$ cat src/rtl/cpu_pkg.sv
// Shared types and constants for the next-PC / status stage.
package cpu_pkg;

    localparam logic [31:0] RESET_PC    = 32'h0000_0000;
    localparam logic [31:0] TRAP_VECTOR = 32'h0000_0080;
    localparam logic [4:0]  LINK_REG    = 5'd31;

    typedef enum logic [2:0] {
        SEL_SEQ,
        SEL_BR,
        SEL_JIDX,
        SEL_RS,
        SEL_MEM,
        SEL_TRAP
    } pc_sel_e;

    typedef struct packed {
        logic z;
        logic n;
    } status_t;

    function automatic logic [31:0] branch_offset(input logic [15:0] imm);
        return {{14{imm[15]}}, imm, 2'b00};
    endfunction

endpackage

$ cat src/rtl/pc_target_sel.sv
// Combinational next-PC select: priority-resolves the control strobes against
// the registered status flags and flags misaligned targets as SEL_TRAP.
module pc_target_sel
    import cpu_pkg::*;
(
    input  logic        jr,
    input  logic        jmadd,
    input  logic        jrsal,
    input  logic        balrz,
    input  logic        balmn,
    input  logic        branch,
    input  logic        op_bn,
    input  logic        alu_zero,
    input  status_t     stat,
    input  logic [31:0] pc_plus4,
    input  logic [25:0] jidx,
    input  logic [31:0] rs_val,
    input  logic [31:0] mem_rdata,
    output pc_sel_e     sel,
    output logic [31:0] target,
    output logic        link
);

    logic br_taken;
    assign br_taken = branch & (op_bn ? ~alu_zero : alu_zero);

    always_comb begin
        sel    = SEL_SEQ;
        target = pc_plus4;
        link   = 1'b0;
        if (jr) begin
            sel    = SEL_RS;
            target = rs_val;
        end else if (jmadd) begin
            sel    = SEL_MEM;
            target = mem_rdata;
        end else if (jrsal) begin
            sel    = SEL_MEM;
            target = mem_rdata;
            link   = 1'b1;
        end else if (balrz && stat.z) begin
            sel    = SEL_RS;
            target = rs_val;
            link   = 1'b1;
        end else if (balmn && stat.n) begin
            sel    = SEL_JIDX;
            target = {pc_plus4[31:28], jidx, 2'b00};
            link   = 1'b1;
        end else if (br_taken) begin
            sel    = SEL_BR;
            target = pc_plus4 + branch_offset(jidx[15:0]);
        end
        // A misaligned target keeps its link; only the PC is diverted.
        if (target[1:0] != 2'b00) begin
            sel = SEL_TRAP;
        end
    end

endmodule

$ cat src/rtl/pc_status_unit.sv
// PC, Z/N status and EPC registers for the single-cycle datapath.
// Optional redirect counter enabled by defining REDIRECT_CNT_EN.
module pc_status_unit
    import cpu_pkg::*;
#(
    parameter logic [31:0] RESET_PC    = cpu_pkg::RESET_PC,
    parameter logic [31:0] TRAP_VECTOR = cpu_pkg::TRAP_VECTOR,
    parameter logic [4:0]  LINK_REG    = cpu_pkg::LINK_REG
) (
    input  logic        clk,
    input  logic        rst_n,
    input  logic        stall,
    input  logic [31:0] instr,
    input  logic        branch,
    input  logic        op_bn,
    input  logic        balrz,
    input  logic        jr,
    input  logic        jrsal,
    input  logic        jmadd,
    input  logic        balmn,
    input  logic        noupdatestat,
    input  logic        alu_zero,
    input  logic        alu_neg,
    input  logic [31:0] rs_val,
    input  logic [31:0] mem_rdata,
    output logic [31:0] pc,
    output logic [31:0] pc_plus4,
    output logic        link_we,
    output logic [4:0]  link_addr,
    output logic [31:0] link_wdata,
    output logic        stat_z,
    output logic        stat_n,
    output logic [31:0] epc,
`ifdef REDIRECT_CNT_EN
    output logic [31:0] redirect_cnt,
`endif
    output logic        misalign
);

    logic [31:0] pc_reg;
    logic [31:0] epc_reg;
    logic        misalign_reg;
    status_t     stat_reg;

    pc_sel_e     sel;
    logic [31:0] target;
    logic        link;
    logic [31:0] pc_next;
    logic        unused_instr_hi;

    assign unused_instr_hi = ^instr[31:26];

    assign pc_plus4 = pc_reg + 32'd4;

    pc_target_sel u_sel (
        .jr        (jr),
        .jmadd     (jmadd),
        .jrsal     (jrsal),
        .balrz     (balrz),
        .balmn     (balmn),
        .branch    (branch),
        .op_bn     (op_bn),
        .alu_zero  (alu_zero),
        .stat      (stat_reg),
        .pc_plus4  (pc_plus4),
        .jidx      (instr[25:0]),
        .rs_val    (rs_val),
        .mem_rdata (mem_rdata),
        .sel       (sel),
        .target    (target),
        .link      (link)
    );

    assign pc_next = (sel == SEL_TRAP) ? TRAP_VECTOR : target;

    always_ff @(posedge clk or negedge rst_n) begin
        if (!rst_n) begin
            pc_reg       <= RESET_PC;
            stat_reg     <= '0;
            epc_reg      <= '0;
            misalign_reg <= 1'b0;
        end else if (!stall) begin
            pc_reg <= pc_next;
            if (!noupdatestat) begin
                stat_reg <= '{z: alu_zero, n: alu_neg};
            end
            if (sel == SEL_TRAP) begin
                epc_reg      <= pc_reg;
                misalign_reg <= 1'b1;
            end
        end
    end

`ifdef REDIRECT_CNT_EN
    logic [31:0] redirect_cnt_reg;

    always_ff @(posedge clk or negedge rst_n) begin
        if (!rst_n) begin
            redirect_cnt_reg <= '0;
        end else if (!stall && (pc_next != pc_plus4) && (redirect_cnt_reg != 32'hFFFF_FFFF)) begin
            redirect_cnt_reg <= redirect_cnt_reg + 32'd1;
        end
    end

    assign redirect_cnt = redirect_cnt_reg;
`endif

    assign pc         = pc_reg;
    assign stat_z     = stat_reg.z;
    assign stat_n     = stat_reg.n;
    assign epc        = epc_reg;
    assign misalign   = misalign_reg;
    assign link_we    = ~stall & rst_n & link;
    assign link_addr  = LINK_REG;
    assign link_wdata = pc_plus4;

endmodule

$ cat config.mk
export PLATFORM = sky130hd
export DESIGN_NAME = pc_status_unit
export DESIGN_NICKNAME = d
export VERILOG_FILES = /design/src/rtl/cpu_pkg.sv /design/src/rtl/pc_target_sel.sv /design/src/rtl/pc_status_unit.sv
export SDC_FILE = /design/constraint.sdc
export NUM_CORES = 1
export LEC_CHECK = 0
export BUFFER_PORTS_ARGS = -buffer_cell sky130_fd_sc_hd__buf_2
export CORE_MARGIN = 3
export CORE_UTILIZATION = 45
export CTS_BUF_LIST = sky130_fd_sc_hd__clkbuf_8
export DETAILED_ROUTE_END_ITERATION = 16
export PLACE_DENSITY = 0.8
export SLEW_MARGIN = 25
export SYNTH_ARGS = -nofsm -noshare
export SYNTH_HDL_FRONTEND = slang
export SYNTH_SLANG_ARGS = --single-unit
$ cat constraint.sdc
create_clock -name clk -period 10.6 [get_ports clk]
set_input_delay 0.53 -clock clk [delete_from_list [all_inputs] [get_ports clk]]
set_output_delay 0.53 -clock clk [all_outputs]
set_load 0.01 [all_outputs]
==> Yosys cells after proc, flatten, opt, wreduce, memory -nomap -nowiden <==
Index checks and enable logic that the tools add are counted.
{ "word_totals": {"wordCells": 39, "ff_bits": 67, "output_inout_bits": 137, "inputBits": 109} }
{ "classes": {"n_addsub": 2, "reduce_logical": 5, "bitwise": 6, "n_mux": 20, "n_eq_ne": 1} }
{ "ops": {"columns": ["cell", "n"], "rows": [
  ["$mux W32", 7],
  ["$add A32 B3 Y32 const B", 1],
  ["$add A32 B32 Y32", 1],
  ["$mux W3", 6],
  ["$mux W1", 7],
  ["$reduce_and A2 Y1", 2],
  ["$and A1 B1 Y1", 3],
  ["$eq A3 B3 Y1 const B", 1],
  ["$not A1 Y1", 3],
  ["$logic_and A1 B1 Y1", 2],
  ["$reduce_bool A2 Y1", 1]
]} }

==> Logic depth before layout (Yosys ltp) <==
Gate-level depths: netlist (run 1).
{ "depth": {"depth_word": 13, "ltp_mapped": 17, "depth_no_buf": 16} }

==> Cells and area by module <==
From an unflattened synthesis (run 1), not the netlist that was laid out.
{ "unflattened": {"cells_unflattened": 749, "area_unflattened_um2": 6308.6} }
{ "modules_own_cells": {"columns": ["module", "n_inst", "area_per_inst_um2", "seq_area_each_um2", "cells_each"], "rows": [
  ["pc_status_unit", 1, 3565.9, 1676.6, 309],
  ["pc_target_sel", 1, 2742.6, 0.0, 440]
]} }

==> Worst setup path after synthesis (run 1) <==
Ideal clock, no wire load.
{ "synth_path": {"path_kind": "flip-flop to flip-flop", "from": "reg pc_reg[2], in the netlist pc[2]", "to": "reg pc_reg[31], in the netlist pc[31]", "n_path_buf": 1, "setup_ns": 0.120, "stages_incl_launch_ff": 17, "t_required_ns": 10.480, "path_slack_ns": 6.841, "t_arrival_ns": 3.639, "period_less_slack_ns": 3.759, "path_cell_list": "dfrtp_1 ha_1 and4_1 nand4_1 nor2_1 xor2_1 ha_1 clkbuf_1 a21o_1 a21o_1 a2111oi_0 nor3_1 a21oi_1 o2111ai_1 o211ai_1 mux2i_1 nor2_1"} }
{ "synth_between": {"elab_chain_cells": 9} }
{ "synth_lines": {"columns": ["item", "line", "rtl"], "rows": [
  ["start: declaration", "pc_status_unit.sv:40", "logic [31:0] pc_reg;"],
  ["start signal: assignment", "pc_status_unit.sv:83", "pc_reg <= pc_next;"],
  ["$add A32 B3 Y32", "pc_status_unit.sv:53", "assign pc_plus4 = pc_reg + 32'd4;"],
  ["named net link_wdata[22]", "pc_status_unit.sv:30", "output logic [31:0] link_wdata,"],
  ["$add A32 B32 Y32", "pc_target_sel.sv:51", "target = pc_plus4 + branch_offset(jidx[15:0]);"],
  ["$mux W32", "pc_target_sel.sv:49", "end else if (br_taken) begin"],
  ["$mux W32", "pc_target_sel.sv:45", "end else if (balmn && stat.n) begin"],
  ["$mux W32", "pc_target_sel.sv:41", "end else if (balrz && stat.z) begin"],
  ["$mux W32", "pc_target_sel.sv:37", "end else if (jrsal) begin"],
  ["$mux W32", "pc_target_sel.sv:34", "end else if (jmadd) begin"],
  ["$mux W32", "pc_target_sel.sv:31", "if (jr) begin"],
  ["$mux W32", "pc_status_unit.sv:74", "assign pc_next = (sel == SEL_TRAP) ? TRAP_VECTOR : target;"]
]} }
The timed path passes the listed nets, and every way through them passes these cells.
A chain may end at the register's enable or synchronous reset.

==> Worst setup path in the final report (run 1) <==
{ "layout_path": {"from": "reg pc_reg[2], in the netlist pc[2]", "to": "reg pc_reg[31], in the netlist pc[31]"} }
{ "layout_between": {"elab_chain_cells": 9} }
{ "layout_lines": {"columns": ["item", "line"], "rows": [
  ["$add A32 B3 Y32 *", "pc_status_unit.sv:53"],
  ["$add A32 B32 Y32", "pc_target_sel.sv:51"],
  ["$mux W32", "pc_target_sel.sv:49"],
  ["$mux W32 *", "pc_target_sel.sv:45"],
  ["$mux W32 *", "pc_target_sel.sv:41"],
  ["$mux W32 *", "pc_target_sel.sv:37"],
  ["$mux W32 *", "pc_target_sel.sv:34"],
  ["$mux W32 *", "pc_target_sel.sv:31"],
  ["$mux W32 *", "pc_status_unit.sv:74"]
]} }
Mark *: on every way between the ends. The rest lies on a longest branch, timed or not.

==> summary.md, run 1 <==
| Metric | Value |
|---|---|
| Initial antenna violation count | `0` |
| PnR worst setup slack | `slightly above 6000 ps` |
| DR pass1 iterations | `5` |
| Initial Util | `46.3%` |
| Max incr delay on CP | `500 ps` |
| Max Fclk | `222 MHz` |
| GRT busiest layer | `met2` |
| Largest net degree at the start of global routing | `69` |
| Crit path max-delay family | `compound AO/OA/AOI/OAI gates` |
| I/O Buffers | `234` |
| FF-to-FF setup slack | `6100 ps` |
| Dpl hpwl | `16900 µm` |
| Synth Cell Area | `6180 µm²` |
| Max-slew headroom | `33.7%` |
| Worst Clk Skew | `approximately 20 ps` |
| DR WL/cell | `20.2 µm` |
| Least-Margin Pin Slew | `just under 1000 ps` |
| Fin cells | `around 1100` |
| Crit path launch type | `register` |
| Share of cells above drive strength 1 | `32.1%` |
| Pwr per Cell Area | `131 nW/µm²` |
| Die width | `between 100 and 150 µm` |
| Post-synth ARST share | `100%` |
| Critical path's slowest cell | `dfrtp_1` |
| Drt via density | `5.98` |
| Dominant cells by area after synthesis | `dfrtp_1, ha_1, mux2_2` |
| Root buf cell | `clkbuf_8` |
| Syn avg cell area | `~8.2 µm²` |
| Met1 usage | `a little over a third` |
| Drc violations | `0` |
| Final GP Congestion | `~0.95` |
| Maximum VDD drop | `0.0000921 V` |
| Flip-flop and latch count after synthesis | `67` |
| Post-synthesis sequential area ratio | `27.1%` |
| Sum Neg Setup Slack | `0 ps` |
| Setup Fix Bufs, Post-CTS | `0` |
| Cells after DPL | `1101` |
| Clk pin slew, worst setup/hold paths | `80 ps` |
| Max clock buf depth | `2` |
| Final hold violations | `0` |
| Critical Path Fanout Max | `7` |
| Vias in the first global route | `6148` |
| Distinct cells, synth | `69` |
| Resize count post-CTS | `0` |
| I/O pin count | `246` |
| Final WL | `approximately 23000 µm` |
| Row cnt | `42` |
| Largest area contributor in the netlist | `dfrtp_1` |
| Synth-to-layout area growth | `19.8%` |
| Worst-skew pair later-pin latency | `around 380 ps` |
| EDFF count, synth | `0` |
| Area of the die | `15200 µm²` |
| Final worst path period need | `4500 ps` |
| Critical path required time | `10860 ps` |
| Yosys warns | `0` |
| # clock sinks | `67` |
| Crit path buf inv count | `0` |
| Area after DPL | `7230 µm²` |
| Post-CTS Hold Fix Bufs | `0` |
| Initial detailed-routing violation count | `about 680` |
| Met2 Usage GRT | `between 40% and 50%` |
| Worst path arrival time | `4760 ps` |
| GRT Util Overall | `a little under 30%` |
| Critical-path cell list | `ha_1, and4_1, nand4_1, nor2_1, xor2_1, ha_1, a21o_1, a21o_1, a2111oi_0, nor3_1, a21oi_1, o2111ai_1, o211ai_1, mux2i_1, nor2_1` |
| ANT nets after route | `0` |
| Filler Cell Count | `1279` |
| Die height | `123 µm` |
| Total gr overflow | `0` |
| TritonCTS clock tree | `done` |
| Post-Syn Instances | `754` |
| # setup viols final | `0` |
| Main synth FF type | `dfrtp_1` |
| GR Util met3 | `8.33%` |
| Place WS | `~6200 ps` |
| Worst hold path type | `in -> async` |
| Layout Nets | `1082` |
| RSZ-0062 raised after global routing | `false` |
| DR vias | `around 6700` |
| Placeable Area | `13300 µm²` |
| Max cap viols | `0` |
| Htree depth | `3` |
| Pins Over Slew Limit | `0` |
| First-pass GRT wire length | `33500 µm` |
| CP endpoint kind | `register` |
| Yosys top cell area share | `27.1%` |
| Status | `completed` |
| Crit path kind | `reg -> reg` |
| Num CTS Buffers | `9` |
| LEAKAGE | `roughly 3.7 nW` |
| Design Area, Final | `7410 µm²` |
| Tcrit/Tclk final | `42.5%` |
==> cells in the final DEF (no fill, tap or decap), drive strengths merged, types with 3 or more instances in the layout <==
| cell | Yosys | final |
|---|---|---|
| and2 | 9 | 9 |
| nand2b | 3 | 3 |
| nor2b | 4 | 4 |
| nor3 | 21 | 21 |
| nand3 | 20 | 20 |
| a311oi | 6 | 6 |
| a21o | 15 | 15 |
| o21a | 9 | 9 |
| a41oi | 3 | 3 |
| a221o | 3 | 3 |
| xor2 | 16 | 16 |
| a22oi | 11 | 11 |
| buf | 45 | 241 |
| a211oi | 9 | 9 |
| o22ai | 9 | 9 |
| conb | 1 | 5 |
| o211ai | 18 | 18 |
| dfrtp | 67 | 67 |
| clkinv | 1 | 3 |
| o221ai | 10 | 10 |
| mux2 | 36 | 36 |
| or2 | 3 | 3 |
| and4 | 4 | 4 |
| nand2 | 65 | 65 |
| inv | 13 | 14 |
| o21ai | 52 | 52 |
| a21oi | 67 | 67 |
| o31ai | 4 | 4 |
| clkbuf | 29 | 11 |
| nand4 | 8 | 8 |
| nor2 | 71 | 71 |
| nor4 | 3 | 3 |
| xnor2 | 31 | 31 |
| mux2i | 6 | 6 |
| and3 | 9 | 9 |
| ha | 36 | 36 |
==> stage by stage <==
step	total power [mW]	util [%]	hold WS, ps
global placement	0.754	54.1	447
global route	1.03	55.5	330
detailed placement	0.761	54.1	455
floorplan	0.616	-	234
finish	0.969	55.5	285
CTS	0.969	55.5	309
==> where the power goes <==
part,total (mW),switching [mW],internal [mW]
clock network,0.208,0.112,0.0961
registers,0.328,0.0381,0.290
logic,0.434,0.253,0.181
total,0.969,0.402,0.567
==> path summary, 6_finish.rpt <==
check                           startpoint       end  depth (start not counted)
worst max-delay path                 pc[2]    pc[31]                         15
worst min-delay path                 rst_n   epc[21]                          1
worst max register to register       pc[2]    pc[31]                         15
worst min register to register    misalign  misalign                          1
max in group asynchronous            rst_n     pc[2]                          1
min in group clk                   alu_neg    stat_n                          2
==> cell families (layout without fill, tap and decap cells) <==
| logic type | after synthesis | in the layout | share of synthesized area [%] |
|---|---|---|---|
| XOR/XNOR | 47 | 47 | 6.66 |
| AO/OA/AOI/OAI | 242 | 242 | 25.7 |
| AND/OR/NAND/NOR | 230 | 230 | 17.5 |
| adder cells (fa/ha/maj) | 37 | 37 | 7.61 |
| multiplexers | 42 | 42 | 7.53 |
| other | 1 | 6 | 0.0606 |
| buffers and inverters | 88 | 271 | 7.77 |
| flip-flops | 67 | 67 | 27.1 |
==> cells in the mapped netlist, types with 3 or more instances <==
| cell | number |
|---|---|
| a21oi_1 | 65 |
| and2_1 | 9 |
| nand2_1 | 65 |
| nor4_1 | 3 |
| buf_1 | 3 |
| clkbuf_1 | 29 |
| a221o_1 | 3 |
| o22ai_1 | 9 |
| xor2_1 | 16 |
| inv_1 | 13 |
| nor2_1 | 70 |
| buf_2 | 3 |
| nand3_1 | 20 |
| and3_1 | 9 |
| o221ai_1 | 10 |
| and4_1 | 4 |
| ha_1 | 36 |
| mux2i_1 | 6 |
| mux2_2 | 36 |
| a22oi_1 | 11 |
| xnor2_1 | 31 |
| a211oi_1 | 9 |
| a311oi_1 | 6 |
| o211ai_1 | 18 |
| a21o_1 | 15 |
| nor2b_1 | 3 |
| o31ai_1 | 4 |
| o21a_1 | 9 |
| o21ai_0 | 44 |
| a41oi_1 | 3 |
| nand2b_1 | 3 |
| o21ai_1 | 8 |
| nand4_1 | 8 |
| nor3_1 | 21 |
| dfrtp_1 | 67 |
| buf_4 | 39 |
==> per-layer routing <==
metal | vias to the layer above | routed length (µm)
met2 | 370 | 10600
li1 | 3127 | -
met4 | 0 | 761
met1 | 3130 | 8640
met5 | - | 0
met3 | 59 | 2490
==> area by class of cell <==
cell class	count	area [µm²]	area share, %
inverters	14	52.6	0.709
clock buffers	11	151	2.04
diodes	1	2.50	0.0338
flip-flops and latches	67	1680	22.6
repair buffers	241	1230	16.5
clock inverters	5	28.8	0.388
multi-input cells	603	4050	54.7
well taps	176	220	2.97
==> worst reg2reg max path, cell delays in order, from the launching register on <==
cell	delay, ps
dfrtp_1	500
ha_1	290
and4_1	350
nand4_1	370
nor2_1	260
xor2_1	300
ha_1	380
a21o_1	220
a21o_1	200
a2111oi_0	440
nor3_1	120
a21oi_1	330
o2111ai_1	160
o211ai_1	190
mux2i_1	230
nor2_1	60
No activity file was read; power rests on OpenSTA's default activity.
==> inputs of run 2 (changes only) <==
PLACE_DENSITY = 0.83   (was 0.8)
clock period = 3.8 ns   (was 10.6 ns; I/O delays follow)
==> run 2 against run 1 <==
  * Core utilization grew 4.7 points
  * Largest cell class unchanged
  * Routed wire length grew 7.8%
  * Largest power group unchanged
  * Critical path depth unchanged
  * Clock power rose to 3.2 times the previous value
  * Critical path type unchanged
==> summary.md, run 2 (same netlist as run 1, synthesis figures left out) <==
| Metric | Value |
|---|---|
| DR pass1 iterations | `5 (unchanged)` |
| Critical path's slowest cell | `dfrtp_1 (unchanged)` |
| Tcrit/Tclk final | `98.9% (was 42.5%)` |
| R2R Path End | `pc[31] (unchanged)` |
| Worst path arrival time | `4020 ps (was 4760 ps)` |
| Final WL | `24300 µm (was 22500 µm)` |
| Initial antenna violation count | `3 (was 0)` |
| Clk pin slew, worst setup/hold paths | `90 ps (was 80 ps)` |
| Synth-to-layout area growth | `30.0% (was 19.8%)` |
| LEAKAGE | `4.10 nW (was 3.71 nW)` |
| Initial detailed-routing violation count | `628 (was 683)` |
| Hold path startpoint | `alu_neg` |
| Pins Over Slew Limit | `0 (unchanged)` |
| Commonest non-fill, non-tap cells in the layout | `buf_2, buf_4, nor2_1 (was buf_2, nor2_1, dfrtp_1)` |
| Sum Neg Setup Slack | `0 ps (unchanged)` |
| Total gr overflow | `0 (unchanged)` |
| Reg2reg path depth | `15 (unchanged)` |
| Status | `completed (unchanged)` |
| Filler Cell Count | `1228 (was 1279)` |
| CP endpoint kind | `register (unchanged)` |
| Hold depth | `2` |
| Crit path max-delay family | `compound AO/OA/AOI/OAI gates (unchanged)` |
| Worst hold path type | `in -> reg (was in -> async)` |
| # clock sinks | `67 (unchanged)` |
| # setup viols final | `0 (unchanged)` |
| Max cap viols | `0 (unchanged)` |
| Total power | `2.94 mW (was 0.969 mW)` |
| Critical-path cell list | `ha_1, and4_2, and2_1, nand3_1, xnor2_1, ha_1, o21a_1, a2bb2oi_1, a41oi_2, nor4bb_2, a21oi_2, o21a_1, o211ai_1, mux2i_1, nor2_1 (was ha_1, and4_1, nand4_1, nor2_1, xor2_1, ha_1, a21o_1, a21o_1, a2111oi_0, nor3_1, a21oi_1, o2111ai_1, o211ai_1, mux2i_1, nor2_1)` |
| PnR worst setup slack | `42.7 ps (was 6100 ps)` |
| Crit path launch type | `register (unchanged)` |
| Final GP Congestion | `0.986 (was 0.946)` |
| Area of the die | `15200 µm² (unchanged)` |
| Dpl hpwl | `18500 µm (was 16900 µm)` |
| Critical Path Fanout Max | `4 (was 7)` |
| Worst-skew pair later-pin latency | `380 ps (about the same)` |
| Layout Nets | `1155 (was 1082)` |
| Max Fclk | `266 MHz (was 222 MHz)` |
| I/O Buffers | `234 (unchanged)` |
| Largest net degree at the start of global routing | `42 (was 69)` |
| Share of cells above drive strength 1 | `38.0% (was 32.1%)` |
| Die width | `123 µm (unchanged)` |
| Drt via density | `6.01 (was 5.98)` |
| Num CTS Buffers | `9 (unchanged)` |
| First-pass GRT wire length | `36000 µm (was 33500 µm)` |
| Drc violations | `0 (unchanged)` |
| Die height | `123 µm (unchanged)` |
| Final worst path period need | `3760 ps (was 4500 ps)` |
| DR WL/cell | `20.4 µm (was 20.2 µm)` |
| GRT Util Overall | `30.8% (was 28.8%)` |
| Final hold violations | `0 (unchanged)` |
| Worst r2r src | `pc[3] (was pc[2])` |
| Max-slew headroom | `35.9% (was 33.7%)` |
| Maximum VDD drop | `0.000346 V (was 0.0000921 V)` |
| Least-Margin Pin Slew | `959 ps (was 992 ps)` |
| Pwr per Cell Area | `366 nW/µm² (was 131 nW/µm²)` |
| Commonest non-fill, non-tap cell in the layout | `buf_2 (unchanged)` |
| Placeable Area | `13300 µm² (unchanged)` |
| Row cnt | `42 (unchanged)` |
| Htree depth | `3 (unchanged)` |
| Max incr delay on CP | `380 ps (was 500 ps)` |
| Vias in the first global route | `6793 (was 6148)` |
| Initial Util | `46.3% (unchanged)` |
| DR vias | `7160 (was 6686)` |
| ANT nets after route | `0 (unchanged)` |
| Root buf cell | `clkbuf_8 (unchanged)` |
| Critical path required time | `4070 ps (was 10860 ps)` |
| TritonCTS clock tree | `done (unchanged)` |
| Hold Crit Endpoint | `stat_n` |
| Crit path kind | `reg -> reg (unchanged)` |
| Place WS | `86.6 ps (was 6220 ps)` |
| FF-to-FF setup slack | `40 ps (was 6100 ps)` |
| Worst Clk Skew | `15.1 ps (was 20.1 ps)` |
| Max clock buf depth | `2 (unchanged)` |
| I/O pin count | `246 (unchanged)` |
| Crit path buf inv count | `0 (unchanged)` |
-- run 2: cell types whose count changed in the layout (fill, tap and decap cells not counted), sizes merged --
cell,before,now
buf,241,313
dlygate4sd3,0,1
clkbuf,11,9
clkinvlp,2,1
bufinv,0,1
inv,14,16
-- run 2: area by class of cell --
cell class	count	area (µm²)	area share, %
Tap cell	176	220	2.74
Sequential cell	67	1680	20.8
Multi-Input combinational cell	603	4110	51.1
Clock buffer	9	124	1.54
Timing Repair Buffer	314	1770	22.1
Inverter	14	52.6	0.653
Antenna cell	1	2.50	0.0311
Clock inverter	7	83.8	1.04
-- run 2: worst max-delay path by stage --
stage / from / endpoint / slack, ps / depth (start not counted)
detailed placement: pc[3] / pc[31] / 90 / 15
global route: pc[3] / pc[31] / -100 / 15
CTS: pc[3] / pc[31] / 50 / 15
floorplan: pc[2] / pc[31] / 40 / 16
global placement: pc[3] / pc[31] / 130 / 15
finish: pc[3] / pc[31] / 40 / 15
-- run 2: stage by stage --
step	hold slack [ps]	area [µm²]	std cells	util, %
6_report	56.6	8040	1191	60.2
3_3_place_gp	275	7740	1170	58.0
4_1_cts	32.6	7960	1187	59.6
5_1_grt	53.1	8040	1191	60.2
2_1_floorplan	-106	6200	758	-
3_5_place_dp	278	7740	1170	58.0
-- run 2: metal layers --
layer	wire, µm	track usage, %	vias up
met5	29	0	-
met4	1300	16.8	4
met3	2400	7.87	87
met2	11200	49.3	431
met1	9330	37.8	3378
li1	-	-	3260
-- run 2: repair_timing --
item,CTS,global route
hold buffers,1,0
resized for setup,0,12
endpoints found under the setup margin,0,9
buffers inserted,0,3
endpoints found under the hold margin,27,0
-- run 2: worst register-to-register path, cell delays in order (launching register included) --
cell and delay (ps):
dfrtp_1 380, ha_1 210, and4_2 310, and2_1 240, nand3_1 120, xnor2_1 160
ha_1 330, o21a_1 150, a2bb2oi_1 270, a41oi_2 230, nor4bb_2 380, a21oi_2 140
o21a_1 210, o211ai_1 260, mux2i_1 220, nor2_1 60
-- run 2: power by group --
group          internal, mW  total, mW  switching, mW
clock network         0.315      0.665          0.350
logic                 0.607       1.39          0.783
registers             0.809      0.887         0.0780
total                  1.73       2.94           1.21
